<file path="config.mk">
export PLATFORM = sky130hd
export DESIGN_NAME = tmr_err_monitor_flat
export DESIGN_NICKNAME = d
export VERILOG_FILES = /design/src/rtl/tmr_err_monitor_pkg.sv /design/src/rtl/tmr_err_monitor_if.sv /design/src/rtl/tmr_err_monitor_channel.sv /design/src/rtl/tmr_err_monitor.sv /design/src/flat_wrapper.sv
export SDC_FILE = /design/constraint.sdc
export NUM_CORES = 1
export LEC_CHECK = 0
export ABC_CLOCK_PERIOD_IN_PS = 4670
export BUFFER_PORTS_ARGS = -buffer_cell sky130_fd_sc_hd__clkbuf_2
export CORE_MARGIN = 4
export CORE_UTILIZATION = 40
export DETAILED_ROUTE_END_ITERATION = 6
export GPL_ROUTABILITY_DRIVEN = 0
export PLACE_DENSITY = 0.67
export SLEW_MARGIN = 25
export SYNTH_ARGS = -nofsm -noshare
export SYNTH_HDL_FRONTEND = slang
export SYNTH_SLANG_ARGS = --single-unit
</file>
<file path="constraint.sdc">
create_clock -name clk -period 4.67 [get_ports clk]
set_clock_uncertainty 0.1 [all_clocks]
set_input_delay 0.467 -clock clk [delete_from_list [all_inputs] [get_ports clk]]
set_output_delay 0.467 -clock clk [all_outputs]
set_load 0.01 [all_outputs]
</file>
<file path="src/rtl/tmr_err_monitor_pkg.sv">
// tmr_mon_pkg: shared types and arithmetic helpers for the TMR error monitor.
package tmr_mon_pkg;
    typedef enum logic [1:0] {IDLE, ARMED, ALARM} mon_state_t;

    function automatic logic [31:0] sat_inc(input logic [31:0] v, input logic [31:0] step,
                                            input logic [31:0] max);
        return (max - v < step) ? max : v + step;
    endfunction

    function automatic logic [31:0] popcount(input logic [63:0] v);
        logic [31:0] n;
        n = '0;
        for (int i = 0; i < 64; i++) n += 32'(v[i]);
        return n;
    endfunction
endpackage

</file>
<file path="src/rtl/tmr_err_monitor_if.sv">
// tmr_err_monitor_if: voter error inputs, clear/select controls and monitor outputs.
interface tmr_err_monitor_if #(
    parameter int N_VOTERS = 8,
    parameter int CNT_W    = 8,
    parameter int TOT_W    = 16
);
    localparam int SEL_W = N_VOTERS > 1 ? $clog2(N_VOTERS) : 1;
    logic [N_VOTERS-1:0] err_i;
    logic                clear_i;
    logic [SEL_W-1:0]    sel_i;
    logic [CNT_W-1:0]    count_o;
    logic [N_VOTERS-1:0] sticky_o;
    logic [N_VOTERS-1:0] persist_o;
    logic [TOT_W-1:0]    total_o;
    logic                alarm_o;
    modport master (output err_i, clear_i, sel_i,
                    input  count_o, sticky_o, persist_o, total_o, alarm_o);
    modport slave  (input  err_i, clear_i, sel_i,
                    output count_o, sticky_o, persist_o, total_o, alarm_o);
endinterface

</file>
<file path="src/rtl/tmr_err_monitor_channel.sv">
// tmr_err_channel: per-voter edge detect, saturating event count, sticky and persistence flags.
module tmr_err_channel #(
    parameter int CNT_W   = 8,
    parameter int PERSIST = 16
) (
    input  logic             clk,
    input  logic             rst,
    input  logic             clear_i,
    input  logic             err_i,
    output logic             ev_o,
    output logic [CNT_W-1:0] cnt_o,
    output logic             sticky_o,
    output logic             persist_o
);
    import tmr_mon_pkg::*;
    localparam int RUN_W = $clog2(PERSIST + 1);
    localparam logic [31:0] CNT_MAX = 32'((64'd1 << CNT_W) - 64'd1);
    localparam logic [RUN_W-1:0] RUN_MAX = RUN_W'(PERSIST);
    logic             err_q;
    logic [CNT_W-1:0] cnt_q, cnt_d;
    logic             sticky_q, sticky_d, persist_q, persist_d;
    logic [RUN_W-1:0] run_q, run_d;
    // err_q survives clear so a held err is not recounted after clearing
    always_comb begin
        ev_o      = err_i & ~err_q;
        cnt_d     = clear_i ? CNT_W'(ev_o) :
                    ev_o    ? CNT_W'(sat_inc(32'(cnt_q), 32'd1, CNT_MAX)) : cnt_q;
        sticky_d  = (sticky_q & ~clear_i) | ev_o;
        run_d     = !err_i            ? '0 :
                    clear_i           ? RUN_W'(1) :
                    run_q == RUN_MAX  ? run_q : run_q + 1'b1;
        persist_d = (persist_q & ~clear_i) | (run_d == RUN_MAX);
    end
    always_ff @(posedge clk or posedge rst) begin
        if (rst) begin
            err_q     <= 1'b0;
            cnt_q     <= '0;
            sticky_q  <= 1'b0;
            persist_q <= 1'b0;
            run_q     <= '0;
        end else begin
            err_q     <= err_i;
            cnt_q     <= cnt_d;
            sticky_q  <= sticky_d;
            persist_q <= persist_d;
            run_q     <= run_d;
        end
    end
    assign cnt_o     = cnt_q;
    assign sticky_o  = sticky_q;
    assign persist_o = persist_q;
endmodule

</file>
<file path="src/rtl/tmr_err_monitor.sv">
// tmr_err_monitor: turns TMR voter disagreement into counts, sticky/persist flags and a burst alarm.
module tmr_err_monitor #(
    parameter int N_VOTERS = 8,
    parameter int CNT_W    = 8,
    parameter int TOT_W    = 16,
    parameter int WINDOW   = 1024,
    parameter int THRESH   = 4,
    parameter int PERSIST  = 16
) (
    input logic               clk,
    input logic               rst,
    tmr_err_monitor_if.slave  bus
);
    import tmr_mon_pkg::*;
    localparam int WC_W = $clog2(WINDOW);
    localparam int WE_W = $clog2(THRESH + N_VOTERS + 1);
    localparam logic [31:0] TOT_MAX = 32'((64'd1 << TOT_W) - 64'd1);
    logic [N_VOTERS-1:0] ev, sticky, persist;
    logic [CNT_W-1:0]    cnt [N_VOTERS];
    logic [31:0]         pop;
    mon_state_t          state_q, state_d, base;
    logic [WC_W-1:0]     win_cnt_q, win_cnt_d;
    logic [WE_W-1:0]     win_ev_q, win_ev_d;
    logic [TOT_W-1:0]    total_q, total_d;
    for (genvar i = 0; i < N_VOTERS; i++) begin : g_ch
        tmr_err_channel #(.CNT_W(CNT_W), .PERSIST(PERSIST)) u_ch (
            .clk(clk), .rst(rst), .clear_i(bus.clear_i), .err_i(bus.err_i[i]),
            .ev_o(ev[i]), .cnt_o(cnt[i]), .sticky_o(sticky[i]), .persist_o(persist[i])
        );
    end
    // clear forces IDLE first, then this cycle's events are applied on top
    always_comb begin
        pop       = popcount(64'(ev));
        base      = bus.clear_i ? IDLE : state_q;
        state_d   = base;
        win_cnt_d = win_cnt_q;
        win_ev_d  = win_ev_q;
        if (base == IDLE) begin
            state_d   = pop >= 32'(THRESH) ? ALARM : pop != 0 ? ARMED : IDLE;
            win_cnt_d = '0;
            win_ev_d  = WE_W'(pop);
        end else if (base == ARMED) begin
            win_cnt_d = win_cnt_q + 1'b1;
            win_ev_d  = WE_W'(32'(win_ev_q) + pop);
            state_d   = 32'(win_ev_q) + pop >= 32'(THRESH) ? ALARM :
                        32'(win_cnt_q) == 32'(WINDOW - 1)  ? IDLE : ARMED;
        end
        total_d = TOT_W'(sat_inc(bus.clear_i ? 32'd0 : 32'(total_q), pop, TOT_MAX));
    end
    always_ff @(posedge clk or posedge rst) begin
        if (rst) begin
            state_q   <= IDLE;
            win_cnt_q <= '0;
            win_ev_q  <= '0;
            total_q   <= '0;
        end else begin
            state_q   <= state_d;
            win_cnt_q <= win_cnt_d;
            win_ev_q  <= win_ev_d;
            total_q   <= total_d;
        end
    end
    assign bus.count_o   = cnt[bus.sel_i];
    assign bus.sticky_o  = sticky;
    assign bus.persist_o = persist;
    assign bus.total_o   = total_q;
    assign bus.alarm_o   = state_q == ALARM;
endmodule

</file>
<file path="src/flat_wrapper.sv">
// flat-port wrapper written by rule: the top's interface ports become plain ports
module tmr_err_monitor_flat import tmr_mon_pkg::*;
#(
    parameter int N_VOTERS = 8,
    parameter int CNT_W    = 8,
    parameter int TOT_W    = 16,
    parameter int WINDOW   = 1024,
    parameter int THRESH   = 4,
    parameter int PERSIST  = 16
)
  (clk, rst, bus_err_i, bus_clear_i, bus_sel_i, bus_count_o, bus_sticky_o, bus_persist_o, bus_total_o, bus_alarm_o);
  tmr_err_monitor_if #(.N_VOTERS(N_VOTERS), .CNT_W(CNT_W), .TOT_W(TOT_W)) bus_i ();
  input logic clk;
  input logic rst;
  input wire logic [$bits(bus_i.err_i)-1:0] bus_err_i;
  input wire logic [$bits(bus_i.clear_i)-1:0] bus_clear_i;
  input wire logic [$bits(bus_i.sel_i)-1:0] bus_sel_i;
  output wire logic [$bits(bus_i.count_o)-1:0] bus_count_o;
  output wire logic [$bits(bus_i.sticky_o)-1:0] bus_sticky_o;
  output wire logic [$bits(bus_i.persist_o)-1:0] bus_persist_o;
  output wire logic [$bits(bus_i.total_o)-1:0] bus_total_o;
  output wire logic [$bits(bus_i.alarm_o)-1:0] bus_alarm_o;
  assign bus_i.err_i = bus_err_i;
  assign bus_i.clear_i = bus_clear_i;
  assign bus_i.sel_i = bus_sel_i;
  assign bus_count_o = bus_i.count_o;
  assign bus_sticky_o = bus_i.sticky_o;
  assign bus_persist_o = bus_i.persist_o;
  assign bus_total_o = bus_i.total_o;
  assign bus_alarm_o = bus_i.alarm_o;
  tmr_err_monitor #(.N_VOTERS(N_VOTERS), .CNT_W(CNT_W), .TOT_W(TOT_W), .WINDOW(WINDOW), .THRESH(THRESH), .PERSIST(PERSIST)) u_core (.clk(clk), .rst(rst), .bus(bus_i));
endmodule
</file>
==> implementation parameters, run 1 <==
Parameter                              Value

Outcome
  Status    finished, final reports clean

Power
  Power spent charging and discharging nets    1000 uW
  Switching share of total power    28.0%
  Reg power frac    43.4%
  Part of the total power dissipated in combinational logic    18.3%
  Internal power consumption    2570 uW
  Power per cell area    339 mW/mm2
  Total power draw    3570 uW
  Max IR drop VDD    0.212 mV
  Fraction of power consumed by the clock network    38.2%
  Leakage Power    0.00474 uW

Clock tree
  Number of sinks on the clock net    160
  TritonCTS Buffers    17
  Count of H-tree levels built during CTS    4
  Maximum number of buffers from clock root to sink    2
  Clock transition time at the flip-flop clock pins of the worst setup and hold paths    0.06 ns
  Skew-Pair Late Insertion Delay    0.42 ns
  Cell chosen for the clock root    sky130_fd_sc_hd__clkbuf_16
  Clock tree from TritonCTS    built

Yosys
  EDFF count, synth    0
  Adder-cell area share of the yosys netlist    6.59%
  Main flop type after synthesis    sky130_fd_sc_hd__dfrtp_1
  Synth async-reset ratio    100%
  Combinational family with the most area after synthesis    simple AND/OR/NAND/NOR gates
  Number of synthesis warnings    0
  Total nets after synthesis    987
  Cell area after technology mapping    0.00922 mm2
  Post-synthesis compound-gate area fraction    13.8%
  Post-synthesis mux area share    6.53%
  Cells after Synth    928
  Synth unique cells    73
  Post-synthesis register bit count    160
  Average footprint of a synthesized cell    9.94 um2
  Post-synthesis simple-gate area fraction    20.8%
  Post-synthesis sequential area ratio    43.4%
  Xor and xnor area share after synthesis    3.13%

Worst setup path
  Critical Path RT    4.91 ns
  Kind of capture point of the worst setup path    flip-flop
  Arrival time at the worst endpoint    4.72 ns
  WS Path Type    reg2reg
  Peak fanout along the critical path    4
  Nature of the critical path startpoint    flip-flop

STA
  Period utilization    96.0%
  # setup viols final    0
  Headroom to the max-slew limit    52.5%
  Total negative setup slack    0 ns
  Min Tclk post-route    4.48 ns
  Fin. max-slew vios    0
  Maximum operating frequency    223 MHz
  Unrepaired setup endpoints after global routing    no
  Number of hold violations in the final report    0
  Transition time of the tightest slew-check pin    0.708 ns
  Worst Slack Setup Final    0.187 ns

Drt
  Iter 0 DRT Violations    493
  Overall routed net length    21.1 mm
  Via count    7,232
  WL per Instance    16.4 um
  Vias per cell    5.62
  Remaining number of nets flagged by the antenna check after routing    0
  1st-pass router iterations    7
  Residual DRC count    0

Floorplanning
  Placement Rows    55
  Die outline width    160 um
  Count of pins on the block boundary    55
  Total core area    0.0226 mm2
  Floorplan die area    0.0256 mm2
  Die height    160 um
  Initial standard-cell utilization of the core    40.7%

Cells and area
  Post-layout util    46.5%
  Antenna cell count    0
  Final net count    1,047
  Layout overhead on the synthesized area    14.2%
  Finished layout cell area    0.0105 mm2
  Count of fill cells added during filler insertion    2,131
  Ratio of cells with drive above 1 in the final layout    17.8%

GRT
  First-pass GRT wire length    36.2 mm
  Initial antenna violation count    1
  Overall overflow remaining after global route    0
  Overall routing resource usage    17.1%
  Vias in the first global route    7,180
  Pin count of the biggest net entering global routing    71

Place
  Pre-CTS setup slack    -0.163 ns
  Buffers added on ports    54
  Post-Place Cell Area    0.00984 mm2
  Half-perimeter wire length of the detailed placement result    15.0 mm

Flow run
  Max-capacitance violation count    0

Worst hold path
  Path class of the lowest-slack min-delay path    in2reg
-- power groups by stage --
| stage | Combinational [uW] | Sequential (uW) | Clock (uW) |
|---|---|---|---|
| CTS | 615 | 1550 | 1400 |
| finish | 655 | 1550 | 1370 |
| global route | 751 | 1560 | 1470 |
| global placement | 595 | 1570 | 0 |
| detailed placement | 606 | 1570 | 0 |
| floorplan | 437 | 1540 | 0 |
-- layout make-up --
cell class / instances / area [um2] / area share (%)
Tap cell: 285 / 357 / 3.38
Clock buffer: 23 / 468 / 4.44
Inverter: 64 / 244 / 2.32
Timing Repair Buffer: 90 / 581 / 5.51
Sequential cell: 160 / 4000 / 38.0
Multi-Input combinational cell: 655 / 4770 / 45.3
Clock inverter: 9 / 109 / 1.03
-- cells in the mapped netlist, types with 4 or more instances --
master	count	share of area (%)
sky130_fd_sc_hd__a211o_1	4	0.38
sky130_fd_sc_hd__a211oi_1	10	0.81
sky130_fd_sc_hd__a21boi_0	8	0.65
sky130_fd_sc_hd__a21o_1	13	1.1
sky130_fd_sc_hd__a21oi_1	38	2.1
sky130_fd_sc_hd__a22oi_1	5	0.41
sky130_fd_sc_hd__a311oi_1	7	0.66
sky130_fd_sc_hd__a31oi_1	16	1.1
sky130_fd_sc_hd__and2_1	6	0.41
sky130_fd_sc_hd__and3_1	22	1.5
sky130_fd_sc_hd__and4_1	6	0.57
sky130_fd_sc_hd__and4bb_2	4	0.54
sky130_fd_sc_hd__buf_2	8	0.43
sky130_fd_sc_hd__buf_4	16	1.3
sky130_fd_sc_hd__clkbuf_1	19	0.77
sky130_fd_sc_hd__dfrtp_1	160	43
sky130_fd_sc_hd__fa_1	6	1.3
sky130_fd_sc_hd__ha_1	39	5.3
sky130_fd_sc_hd__inv_1	62	2.5
sky130_fd_sc_hd__mux2_2	9	1.1
sky130_fd_sc_hd__mux2i_1	14	1.5
sky130_fd_sc_hd__mux4_2	16	3.9
sky130_fd_sc_hd__nand2_1	49	2.0
sky130_fd_sc_hd__nand2b_1	18	1.2
sky130_fd_sc_hd__nand3_1	52	2.8
sky130_fd_sc_hd__nand3b_1	5	0.41
sky130_fd_sc_hd__nand4_1	20	1.4
sky130_fd_sc_hd__nor2_1	70	2.8
sky130_fd_sc_hd__nor2b_1	22	1.5
sky130_fd_sc_hd__nor3_1	21	1.1
sky130_fd_sc_hd__nor3b_1	5	0.41
sky130_fd_sc_hd__nor4_1	5	0.34
sky130_fd_sc_hd__nor4b_1	6	0.57
sky130_fd_sc_hd__o211ai_1	7	0.57
sky130_fd_sc_hd__o21ai_0	50	2.7
sky130_fd_sc_hd__o32ai_1	5	0.47
sky130_fd_sc_hd__or2_2	4	0.27
sky130_fd_sc_hd__or4_1	10	0.81
sky130_fd_sc_hd__xnor2_1	18	1.7
sky130_fd_sc_hd__xor2_1	15	1.4
-- per-layer routing --
layer  global-route usage, %  up-vias  share of wire [%]
met2                    26.7      174                 47
li1                        -     3469                  -
met3                    3.92       24                4.9
met1                    24.3     3563                 47
met5                       0        -              0.062
met4                    3.79        2                1.0
-- cells in the final DEF (no fill, tap or decap), drive strengths merged, types with 6 or more instances in the layout --
master,netlist,final
buf,27,35
a31oi,16,16
nor2b,22,22
a211oi,11,11
nand2b,19,19
xor2,15,15
and4,6,6
mux4,16,16
ha,39,39
xnor2,18,18
inv,63,62
a21oi,38,38
clkbuf,22,77
nor4,6,6
dfrtp,160,160
nor3,22,22
fa,6,6
a21o,13,13
mux2i,14,14
and2,6,6
o211ai,7,7
mux2,9,9
nor4b,6,6
nand4,20,20
and3,24,24
a311oi,7,7
nor2,70,70
nand3,52,52
nand2,49,49
o21ai,52,52
or4,10,10
a21boi,8,8
-- timing repair --
item                       CTS  global route
hold endpoints to repair     0            19
hold buffers                 0             1
setup endpoints to repair    2            15
setup buffers                0             1
pin swaps                    0             4
gates resized for setup      3            15
-- logic make-up (layout without fill, tap and decap cells) --
| kind of cell | count (synthesis) | count (layout) |
|---|---|---|
| and+or+nand+nor | 343 | 343 |
| AOI/OAI and AO/OA | 195 | 195 |
| DFF | 160 | 160 |
| buffers and inverters | 113 | 186 |
| adders and majority gates | 45 | 45 |
| muxes | 39 | 39 |
| xor gates and xnor gates | 33 | 33 |
-- sequential cells by signal (all words and copies together) (netlist names) --
| signal | count |
|---|---|
| u_core.bus.total_o | 16 |
| u_core.g_ch.u_ch.cnt_o | 64 |
| u_core.g_ch.u_ch.err_q | 8 |
| u_core.g_ch.u_ch.persist_o | 8 |
| u_core.g_ch.u_ch.run_q | 40 |
| u_core.g_ch.u_ch.sticky_o | 8 |
| u_core.state_q | 2 |
| u_core.win_cnt_q | 10 |
| u_core.win_ev_q | 4 |
-- worst max-delay path, stage by stage, from the launching register on --
cell and delay [ns]:
sky130_fd_sc_hd__dfrtp_1 0.34, sky130_fd_sc_hd__nand2b_4 0.13, sky130_fd_sc_hd__inv_2 0.06, sky130_fd_sc_hd__ha_1 0.27, sky130_fd_sc_hd__inv_1 0.05, sky130_fd_sc_hd__fa_1 0.50, sky130_fd_sc_hd__fa_1 0.55, sky130_fd_sc_hd__inv_1 0.06
sky130_fd_sc_hd__fa_2 0.38, sky130_fd_sc_hd__inv_1 0.08, sky130_fd_sc_hd__fa_2 0.48, sky130_fd_sc_hd__inv_2 0.10, sky130_fd_sc_hd__buf_4 0.13, sky130_fd_sc_hd__ha_2 0.20, sky130_fd_sc_hd__a211oi_4 0.05, sky130_fd_sc_hd__o21ba_2 0.21
sky130_fd_sc_hd__buf_4 0.14, sky130_fd_sc_hd__or4_1 0.46, sky130_fd_sc_hd__o211ai_1 0.10
-- stage by stage --
stage	instances	hold slack, ns
floorplan	928	0.353
global placement	1251	0.362
detailed placement	1251	0.368
CTS	1283	0.0789
global route	1286	0.0733
finish	1286	0.0943
-- path summary, 6_finish.rpt --
path | start | to | slack [ns] | cells after the start
worst max-delay path | u_core.g_ch[1].u_ch.err_q | u_core.bus.total_o[7] | 0.19 | 18
worst min-delay path | bus_err_i[6] | u_core.g_ch[6].u_ch.err_q | 0.09 | 1
worst max register to register | u_core.g_ch[1].u_ch.err_q | u_core.bus.total_o[7] | 0.19 | 18
worst min register to register | u_core.g_ch[1].u_ch.sticky_o | u_core.g_ch[1].u_ch.sticky_o | 0.38 | 1
max in group asynchronous | rst | u_core.g_ch[7].u_ch.cnt_o[5] | 3.05 | 5
min in group asynchronous | rst | u_core.g_ch[3].u_ch.run_q[4] | 0.50 | 3
No activity file was read; power rests on OpenSTA's default activity.
==> run 2, diff against run 1 <==
--- a/config.mk
+++ b/config.mk
@@ -12,6 +12,8 @@
 export DETAILED_ROUTE_END_ITERATION = 6
 export GPL_ROUTABILITY_DRIVEN = 0
 export PLACE_DENSITY = 0.67
+export REMOVE_ABC_BUFFERS = 1
+export SETUP_SLACK_MARGIN = 0.15
 export SLEW_MARGIN = 25
 export SYNTH_ARGS = -nofsm -noshare
 export SYNTH_HDL_FRONTEND = slang
==> run 2 against run 1 <==
Compared with the run above: flip-flop and latch count is the same; worst hold slack got worse by 0.069 ns; first-iteration DRC count grew 4.7%; critical path depth is 1 lower; combinational power up 1%; die area is the same; global-route usage decreased by 0.73 points; sequential power about the same; utilization grew 0.34 points; sequential share of layout area is 0.27 points lower; cell area up 0.72%.
==> implementation parameters, run 2 (synthesis gave the netlist of run 1 again) <==
Parameter                              Value

STA
  Number of hold violations in the final report    0 (unchanged)
  Maximum operating frequency    229 MHz (was 223 MHz)
  Period utilization    93.4% (was 96.0%)
  Headroom to the max-slew limit    53.5% (was 52.5%)
  Unrepaired setup endpoints after global routing    no (unchanged)
  Min Tclk post-route    4.36 ns (was 4.48 ns)
  Transition time of the tightest slew-check pin    0.693 ns (was 0.708 ns)
  Worst hold margin    0.0249 ns (was 0.0943 ns)
  # setup viols final    0 (unchanged)
  Fin. max-slew vios    0 (unchanged)

GRT
  First-pass GRT wire length    34.7 mm (was 36.2 mm)
  Initial antenna violation count    0 (was 1)
  Pin count of the biggest net entering global routing    88 (was 71)
  Vias in the first global route    7,065 (was 7,180)
  Overall routing resource usage    16.3% (was 17.1%)
  Overall overflow remaining after global route    0 (unchanged)

Cells and area
  Fin cells    1,290 (was 1,286)
  Count of fill cells added during filler insertion    2,048 (was 2,131)
  Antenna cell count    0 (unchanged)
  Post-layout util    46.9% (was 46.5%)
  Top library cells by usage in the layout, fill and taps aside    sky130_fd_sc_hd__dfrtp_1 (160), sky130_fd_sc_hd__nor2_1 (70), sky130_fd_sc_hd__inv_1 (55) (was sky130_fd_sc_hd__dfrtp_1 (160), sky130_fd_sc_hd__nor2_1 (70), sky130_fd_sc_hd__inv_1 (59))
  Layout overhead on the synthesized area    15.1% (was 14.2%)
  Final net count    1,051 (was 1,047)
  Commonest non-fill, non-tap cell in the layout    sky130_fd_sc_hd__dfrtp_1 (unchanged)
  Number of flip-flops in the largest register    64 (unchanged)
  Finished layout cell area    0.0106 mm2 (was 0.0105 mm2)
  Ratio of cells with drive above 1 in the final layout    19.4% (was 17.8%)

Power
  Switching share of total power    29.4% (was 28.0%)
  Reg power frac    42.7% (was 43.4%)
  Leakage Power    0.00478 uW (was 0.00474 uW)
  Power spent charging and discharging nets    1070 uW (was 1000 uW)
  Power per cell area    342 mW/mm2 (was 339 mW/mm2)
  Max IR drop VDD    0.231 mV (was 0.212 mV)
  Total power draw    3630 uW (was 3570 uW)
  Part of the total power dissipated in combinational logic    18.3% (about the same)
  Internal power consumption    2570 uW (about the same)
  Fraction of power consumed by the clock network    39.0% (was 38.2%)

Place
  Placed Cells incl. Taps    1,256 (was 1,251)
  Half-perimeter wire length of the detailed placement result    14.3 mm (was 15.0 mm)
  Buffers added on ports    54 (unchanged)
  Post-Place Cell Area    0.00988 mm2 (was 0.00984 mm2)

Clock tree
  Clock transition time at the flip-flop clock pins of the worst setup and hold paths    0.07 ns (was 0.06 ns)
  Number of hold buffers added after cts    0 (unchanged)
  TritonCTS Buffers    17 (unchanged)
  Number of sinks on the clock net    160 (unchanged)
  Skew-Pair Late Insertion Delay    0.43 ns (was 0.42 ns)
  Clock tree from TritonCTS    built (unchanged)
  Maximum number of buffers from clock root to sink    2 (unchanged)
  Count of H-tree levels built during CTS    4 (unchanged)
  Cell chosen for the clock root    sky130_fd_sc_hd__clkbuf_16 (unchanged)

Worst setup path
  Nature of the critical path startpoint    flip-flop (unchanged)
  Capture point of the worst reg-to-reg path    u_core.bus.total_o[12] (was u_core.bus.total_o[7])
  Critical Path RT    4.92 ns (was 4.91 ns)
  Arrival time at the worst endpoint    4.61 ns (was 4.72 ns)
  Kind of capture point of the worst setup path    flip-flop (unchanged)
  Worst Setup EP    u_core.bus.total_o[12] (was u_core.bus.total_o[7])
  Peak fanout along the critical path    5 (was 4)
  Worst R2R Start    u_core.g_ch[1].u_ch.err_q (unchanged)
  Register-to-register setup slack    0.31 ns (was 0.19 ns)
  WS Path Type    reg2reg (unchanged)
  Start point of the critical path    u_core.g_ch[1].u_ch.err_q (unchanged)
  Reg2Reg Depth    17 (was 18)

Floorplanning
  Die height    160 um (unchanged)
  Placement Rows    55 (unchanged)
  Count of pins on the block boundary    55 (unchanged)
  Floorplan die area    0.0256 mm2 (unchanged)
  Total core area    0.0226 mm2 (unchanged)
  Initial standard-cell utilization of the core    40.7% (unchanged)
  Die outline width    160 um (unchanged)

Drt
  Via count    7,175 (was 7,232)
  Residual DRC count    0 (unchanged)
  Overall routed net length    20.6 mm (was 21.1 mm)
  Vias per cell    5.56 (was 5.62)
  WL per Instance    15.9 um (was 16.4 um)
  1st-pass router iterations    6 (was 7)
  Iter 0 DRT Violations    516 (was 493)
  Remaining number of nets flagged by the antenna check after routing    0 (unchanged)

Flow run
  Max-capacitance violation count    0 (unchanged)

Outcome
  Status    finished, final reports clean (unchanged)

Worst hold path
  Path class of the lowest-slack min-delay path    in2async (was in2reg)
run 2: changes by cell type in the layout (fill, tap and decap cells not counted), moves of 2 or more:
cell                         previous run  this run
sky130_fd_sc_hd__buf_4                 32        38
sky130_fd_sc_hd__inv_6                  0         6
sky130_fd_sc_hd__clkbuf_1               4         0
sky130_fd_sc_hd__inv_1                 59        55
sky130_fd_sc_hd__clkinvlp_4             5         2
sky130_fd_sc_hd__inv_2                  3         6
sky130_fd_sc_hd__clkbuf_8               2         0
run 2: power groups by stage:
stage	Clock [uW]	Sequential [uW]	Combinational, uW
global placement	0	1570	605
detailed placement	0	1570	616
CTS	1450	1550	653
finish	1420	1550	664
global route	1510	1560	757
floorplan	0	1560	377
run 2: metal layers:
metal	vias up	track usage, %	share of wire (%)	routed length [um]
met5	-	0	0	0
li1	3486	-	-	-
met2	141	25.7	47	9670
met3	28	2.84	3.1	637
met1	3520	22.8	48	9800
met4	0	5.94	2.1	436
run 2: worst max-delay path, cell delays in order (launching register included):
cell and delay, ns:
sky130_fd_sc_hd__dfrtp_1 0.36, sky130_fd_sc_hd__nand2b_4 0.13, sky130_fd_sc_hd__inv_2 0.05, sky130_fd_sc_hd__ha_4 0.27, sky130_fd_sc_hd__inv_2 0.04, sky130_fd_sc_hd__fa_1 0.52
sky130_fd_sc_hd__fa_1 0.43, sky130_fd_sc_hd__inv_2 0.08, sky130_fd_sc_hd__fa_2 0.21, sky130_fd_sc_hd__inv_2 0.04, sky130_fd_sc_hd__fa_2 0.60, sky130_fd_sc_hd__inv_4 0.07
sky130_fd_sc_hd__buf_4 0.14, sky130_fd_sc_hd__fa_2 0.37, sky130_fd_sc_hd__a21o_1 0.21, sky130_fd_sc_hd__a21o_1 0.23, sky130_fd_sc_hd__and4_1 0.22, sky130_fd_sc_hd__a211oi_2 0.20
run 2: cell type report:
| class | count | area (um2) | share of cell area, % |
|---|---|---|---|
| clock buffers | 17 | 425 | 4.01 |
| multi-input cells | 655 | 4810 | 45.3 |
| inverters | 64 | 248 | 2.33 |
| clock inverters | 15 | 174 | 1.64 |
| repair buffers | 94 | 596 | 5.61 |
| flip-flops and latches | 160 | 4000 | 37.7 |
| well taps | 285 | 357 | 3.36 |
run 2: worst min-delay path by stage:
stage / startpoint / to / slack (ns) / cells after the start
after floorplan: u_core.g_ch[7].u_ch.cnt_o[5] / u_core.g_ch[7].u_ch.cnt_o[5] / 0.36 / 1
after global placement: u_core.g_ch[1].u_ch.sticky_o / u_core.g_ch[1].u_ch.sticky_o / 0.36 / 1
after detailed placement: u_core.g_ch[2].u_ch.sticky_o / u_core.g_ch[2].u_ch.sticky_o / 0.37 / 1
after CTS: rst / u_core.bus.total_o[5] / 0.05 / 2
after global routing: rst / u_core.bus.total_o[5] / 0.09 / 2
final: rst / u_core.bus.total_o[5] / 0.02 / 2
run 2: through the flow:
stage               setup WS (ns)  TNS, ns
finish                      0.307        0
global route                0.151        0
CTS                         0.164        0
detailed placement         -0.154    -1.17
global placement          -0.0882   -0.403
floorplan                  -0.217   -34.73
run 2: timing repair:
action | CTS | global route
pin swaps | 6 | 9
endpoints found under the setup margin | 13 | 15
gates resized for setup | 18 | 11
setup buffers | 1 | 1
==> run 3, diff against run 2 <==
--- a/config.mk
+++ b/config.mk
@@ -5,13 +5,13 @@
 export SDC_FILE = /design/constraint.sdc
 export NUM_CORES = 1
 export LEC_CHECK = 0
-export ABC_CLOCK_PERIOD_IN_PS = 4670
+export ABC_CLOCK_PERIOD_IN_PS = 4500
 export BUFFER_PORTS_ARGS = -buffer_cell sky130_fd_sc_hd__clkbuf_2
 export CORE_MARGIN = 4
 export CORE_UTILIZATION = 40
 export DETAILED_ROUTE_END_ITERATION = 6
 export GPL_ROUTABILITY_DRIVEN = 0
-export PLACE_DENSITY = 0.67
+export PLACE_DENSITY = 0.65
 export REMOVE_ABC_BUFFERS = 1
 export SETUP_SLACK_MARGIN = 0.15
 export SLEW_MARGIN = 25
==> constraint.sdc (replaced) <==
create_clock -name clk -period 4.5 [get_ports clk]
set_clock_uncertainty 0.1 [all_clocks]
set_input_delay 0.45 -clock clk [delete_from_list [all_inputs] [get_ports clk]]
set_output_delay 0.45 -clock clk [all_outputs]
set_load 0.01 [all_outputs]
==> run 3 against run 2 <==
Compared with the run above: cell area grew 1.2%; power grew 5.2%; cell count grew 0.39%.
==> implementation parameters, run 3 (synthesis gave the netlist of run 1 again) <==
Parameter                              Value

Outcome
  Status    finished, final reports clean (unchanged)

Place
  Placed Cells incl. Taps    1,254 (was 1,256)
  Buffers added on ports    54 (unchanged)
  Half-perimeter wire length of the detailed placement result    14.3 mm (about the same)

STA
  Total negative setup slack    0 ns (unchanged)
  Headroom to the max-slew limit    48.6% (was 53.5%)
  Period utilization    96.3% (was 93.4%)
  Transition time of the tightest slew-check pin    0.771 ns (was 0.693 ns)
  Unrepaired setup endpoints after global routing    yes (was no)
  Number of hold violations in the final report    0 (unchanged)
  Worst hold margin    0.0573 ns (was 0.0249 ns)
  Maximum operating frequency    231 MHz (was 229 MHz)
  # setup viols final    0 (unchanged)
  Min Tclk post-route    4.33 ns (was 4.36 ns)
  Fin. max-slew vios    0 (unchanged)

Cells and area
  Fin cells    1,295 (was 1,290)
  Number of flip-flops in the largest register    64 (unchanged)
  Antenna cell count    0 (unchanged)
  Storage cell area    0.00400 mm2 (unchanged)
  Commonest non-fill, non-tap cell in the layout    sky130_fd_sc_hd__dfrtp_1 (unchanged)
  Ratio of cells with drive above 1 in the final layout    20.3% (was 19.4%)
  Final net count    1,056 (was 1,051)
  Layout overhead on the synthesized area    16.5% (was 15.1%)
  Area occupied by multi-input gates    0.00488 mm2 (was 0.00481 mm2)
  Top library cells by usage in the layout, fill and taps aside    sky130_fd_sc_hd__dfrtp_1 (160), sky130_fd_sc_hd__nor2_1 (69), sky130_fd_sc_hd__inv_1 (55) (was sky130_fd_sc_hd__dfrtp_1 (160), sky130_fd_sc_hd__nor2_1 (70), sky130_fd_sc_hd__inv_1 (55))
  Count of fill cells added during filler insertion    2,072 (was 2,048)

Drt
  WL per Instance    16.2 um (was 15.9 um)
  Residual DRC count    0 (unchanged)
  1st-pass router iterations    5 (was 6)
  Remaining number of nets flagged by the antenna check after routing    0 (unchanged)
  Overall routed net length    21.0 mm (was 20.6 mm)
  Via count    7,132 (was 7,175)
  Vias per cell    5.51 (was 5.56)
  Iter 0 DRT Violations    489 (was 516)

Worst setup path
  Arrival time at the worst endpoint    4.52 ns (was 4.61 ns)
  Nature of the critical path startpoint    flip-flop (unchanged)
  Peak fanout along the critical path    4 (was 5)
  Kind of capture point of the worst setup path    flip-flop (unchanged)
  WS Path Type    reg2reg (unchanged)
  Critical Path RT    4.69 ns (was 4.92 ns)

Clock tree
  Number of sinks on the clock net    160 (unchanged)
  Skew-Pair Late Insertion Delay    0.42 ns (was 0.43 ns)
  Number of hold buffers added after cts    0 (unchanged)
  Count of H-tree levels built during CTS    4 (unchanged)
  Maximum number of buffers from clock root to sink    2 (unchanged)
  Clock transition time at the flip-flop clock pins of the worst setup and hold paths    0.06 ns (was 0.07 ns)
  TritonCTS Buffers    17 (unchanged)
  Clock tree from TritonCTS    built (unchanged)
  Cell chosen for the clock root    sky130_fd_sc_hd__clkbuf_16 (unchanged)

Power
  Max IR drop VDD    0.224 mV (was 0.231 mV)
  Leakage Power    0.00483 uW (was 0.00478 uW)
  Total power draw    3820 uW (was 3630 uW)
  Power per cell area    356 mW/mm2 (was 342 mW/mm2)

Floorplanning
  Count of pins on the block boundary    55 (unchanged)
  Floorplan die area    0.0256 mm2 (unchanged)
  Placement Rows    55 (unchanged)
  Die height    160 um (unchanged)
  Die outline width    160 um (unchanged)
  Initial standard-cell utilization of the core    40.7% (unchanged)
  Total core area    0.0226 mm2 (unchanged)

Flow run
  Max-capacitance violation count    0 (unchanged)

GRT
  Initial antenna violation count    0 (unchanged)
  Pin count of the biggest net entering global routing    109 (was 88)
  Overall overflow remaining after global route    0 (unchanged)
  Vias in the first global route    7,188 (was 7,065)
  Overall routing resource usage    16.8% (was 16.3%)
  First-pass GRT wire length    35.8 mm (was 34.7 mm)

Worst hold path
  Path class of the lowest-slack min-delay path    in2async (unchanged)
run 3: what timing repair did:
action,CTS,global route
setup endpoints to repair,19,19
resized for setup,28,23
setup buffers,6,3
endpoints found under the hold margin,0,0
pin swaps,14,7
run 3: per-stage QoR:
| stage | util (%) | setup WS (ns) | cell area [um2] |
|---|---|---|---|
| 6_report | 47.4 | 0.165 | 10700 |
| 4_1_cts | 46.8 | 0.134 | 10600 |
| 5_1_grt | 47.4 | 0.0226 | 10700 |
| 3_3_place_gp | 43.6 | -0.338 | 9870 |
| 2_1_floorplan | - | -0.370 | 8940 |
| 3_5_place_dp | 43.6 | -0.372 | 9870 |
run 3: worst max-delay path: stages (launching register included):
cell and delay (ns):
sky130_fd_sc_hd__dfrtp_1 0.36, sky130_fd_sc_hd__nand2b_4 0.15, sky130_fd_sc_hd__inv_4 0.04, sky130_fd_sc_hd__ha_4 0.27
sky130_fd_sc_hd__inv_2 0.05, sky130_fd_sc_hd__fa_1 0.52, sky130_fd_sc_hd__fa_1 0.43, sky130_fd_sc_hd__inv_2 0.07
sky130_fd_sc_hd__fa_2 0.20, sky130_fd_sc_hd__inv_2 0.04, sky130_fd_sc_hd__fa_2 0.60, sky130_fd_sc_hd__inv_4 0.07
sky130_fd_sc_hd__buf_6 0.11, sky130_fd_sc_hd__fa_2 0.41, sky130_fd_sc_hd__nor2b_2 0.15, sky130_fd_sc_hd__o21ai_2 0.09
sky130_fd_sc_hd__nand3_2 0.10, sky130_fd_sc_hd__or4b_1 0.45
run 3: power breakdown:
part | total [uW] | internal, uW | switching, uW
clock network | 1470 | 891 | 583
registers | 1610 | 1520 | 90.0
logic | 737 | 343 | 394
run 3: per-layer routing:
layer / GRT usage, % / vias up / routed length, um
li1: - / 3505 / -
met1: 23.1 / 3493 / 9990
met2: 27.6 / 115 / 10100
met3: 2.99 / 19 / 616
met4: 4.85 / 0 / 293
met5: 0 / - / 0
run 3: layout make-up:
cell class	count	area share, %
Clock buffer	24	4.30
Clock inverter	8	1.21
Inverter	64	2.35
Multi-Input combinational cell	655	45.4
Sequential cell	160	37.3
Tap cell	285	3.32
Timing Repair Buffer	99	6.10
run 3: final timing paths:
kind | depth (start not counted) | endpoint | slack (ns) | from
max | 17 | u_core.bus.total_o[9] | 0.17 | u_core.g_ch[1].u_ch.err_q
min | 2 | u_core.bus.total_o[5] | 0.06 | rst
max reg2reg | 17 | u_core.bus.total_o[9] | 0.17 | u_core.g_ch[1].u_ch.err_q
min reg2reg | 1 | u_core.g_ch[2].u_ch.sticky_o | 0.38 | u_core.g_ch[2].u_ch.sticky_o
max in group asynchronous | 3 | u_core.g_ch[5].u_ch.cnt_o[7] | 3.48 | rst
min in group clk | 1 | u_core.g_ch[6].u_ch.err_q | 0.07 | bus_err_i[6]
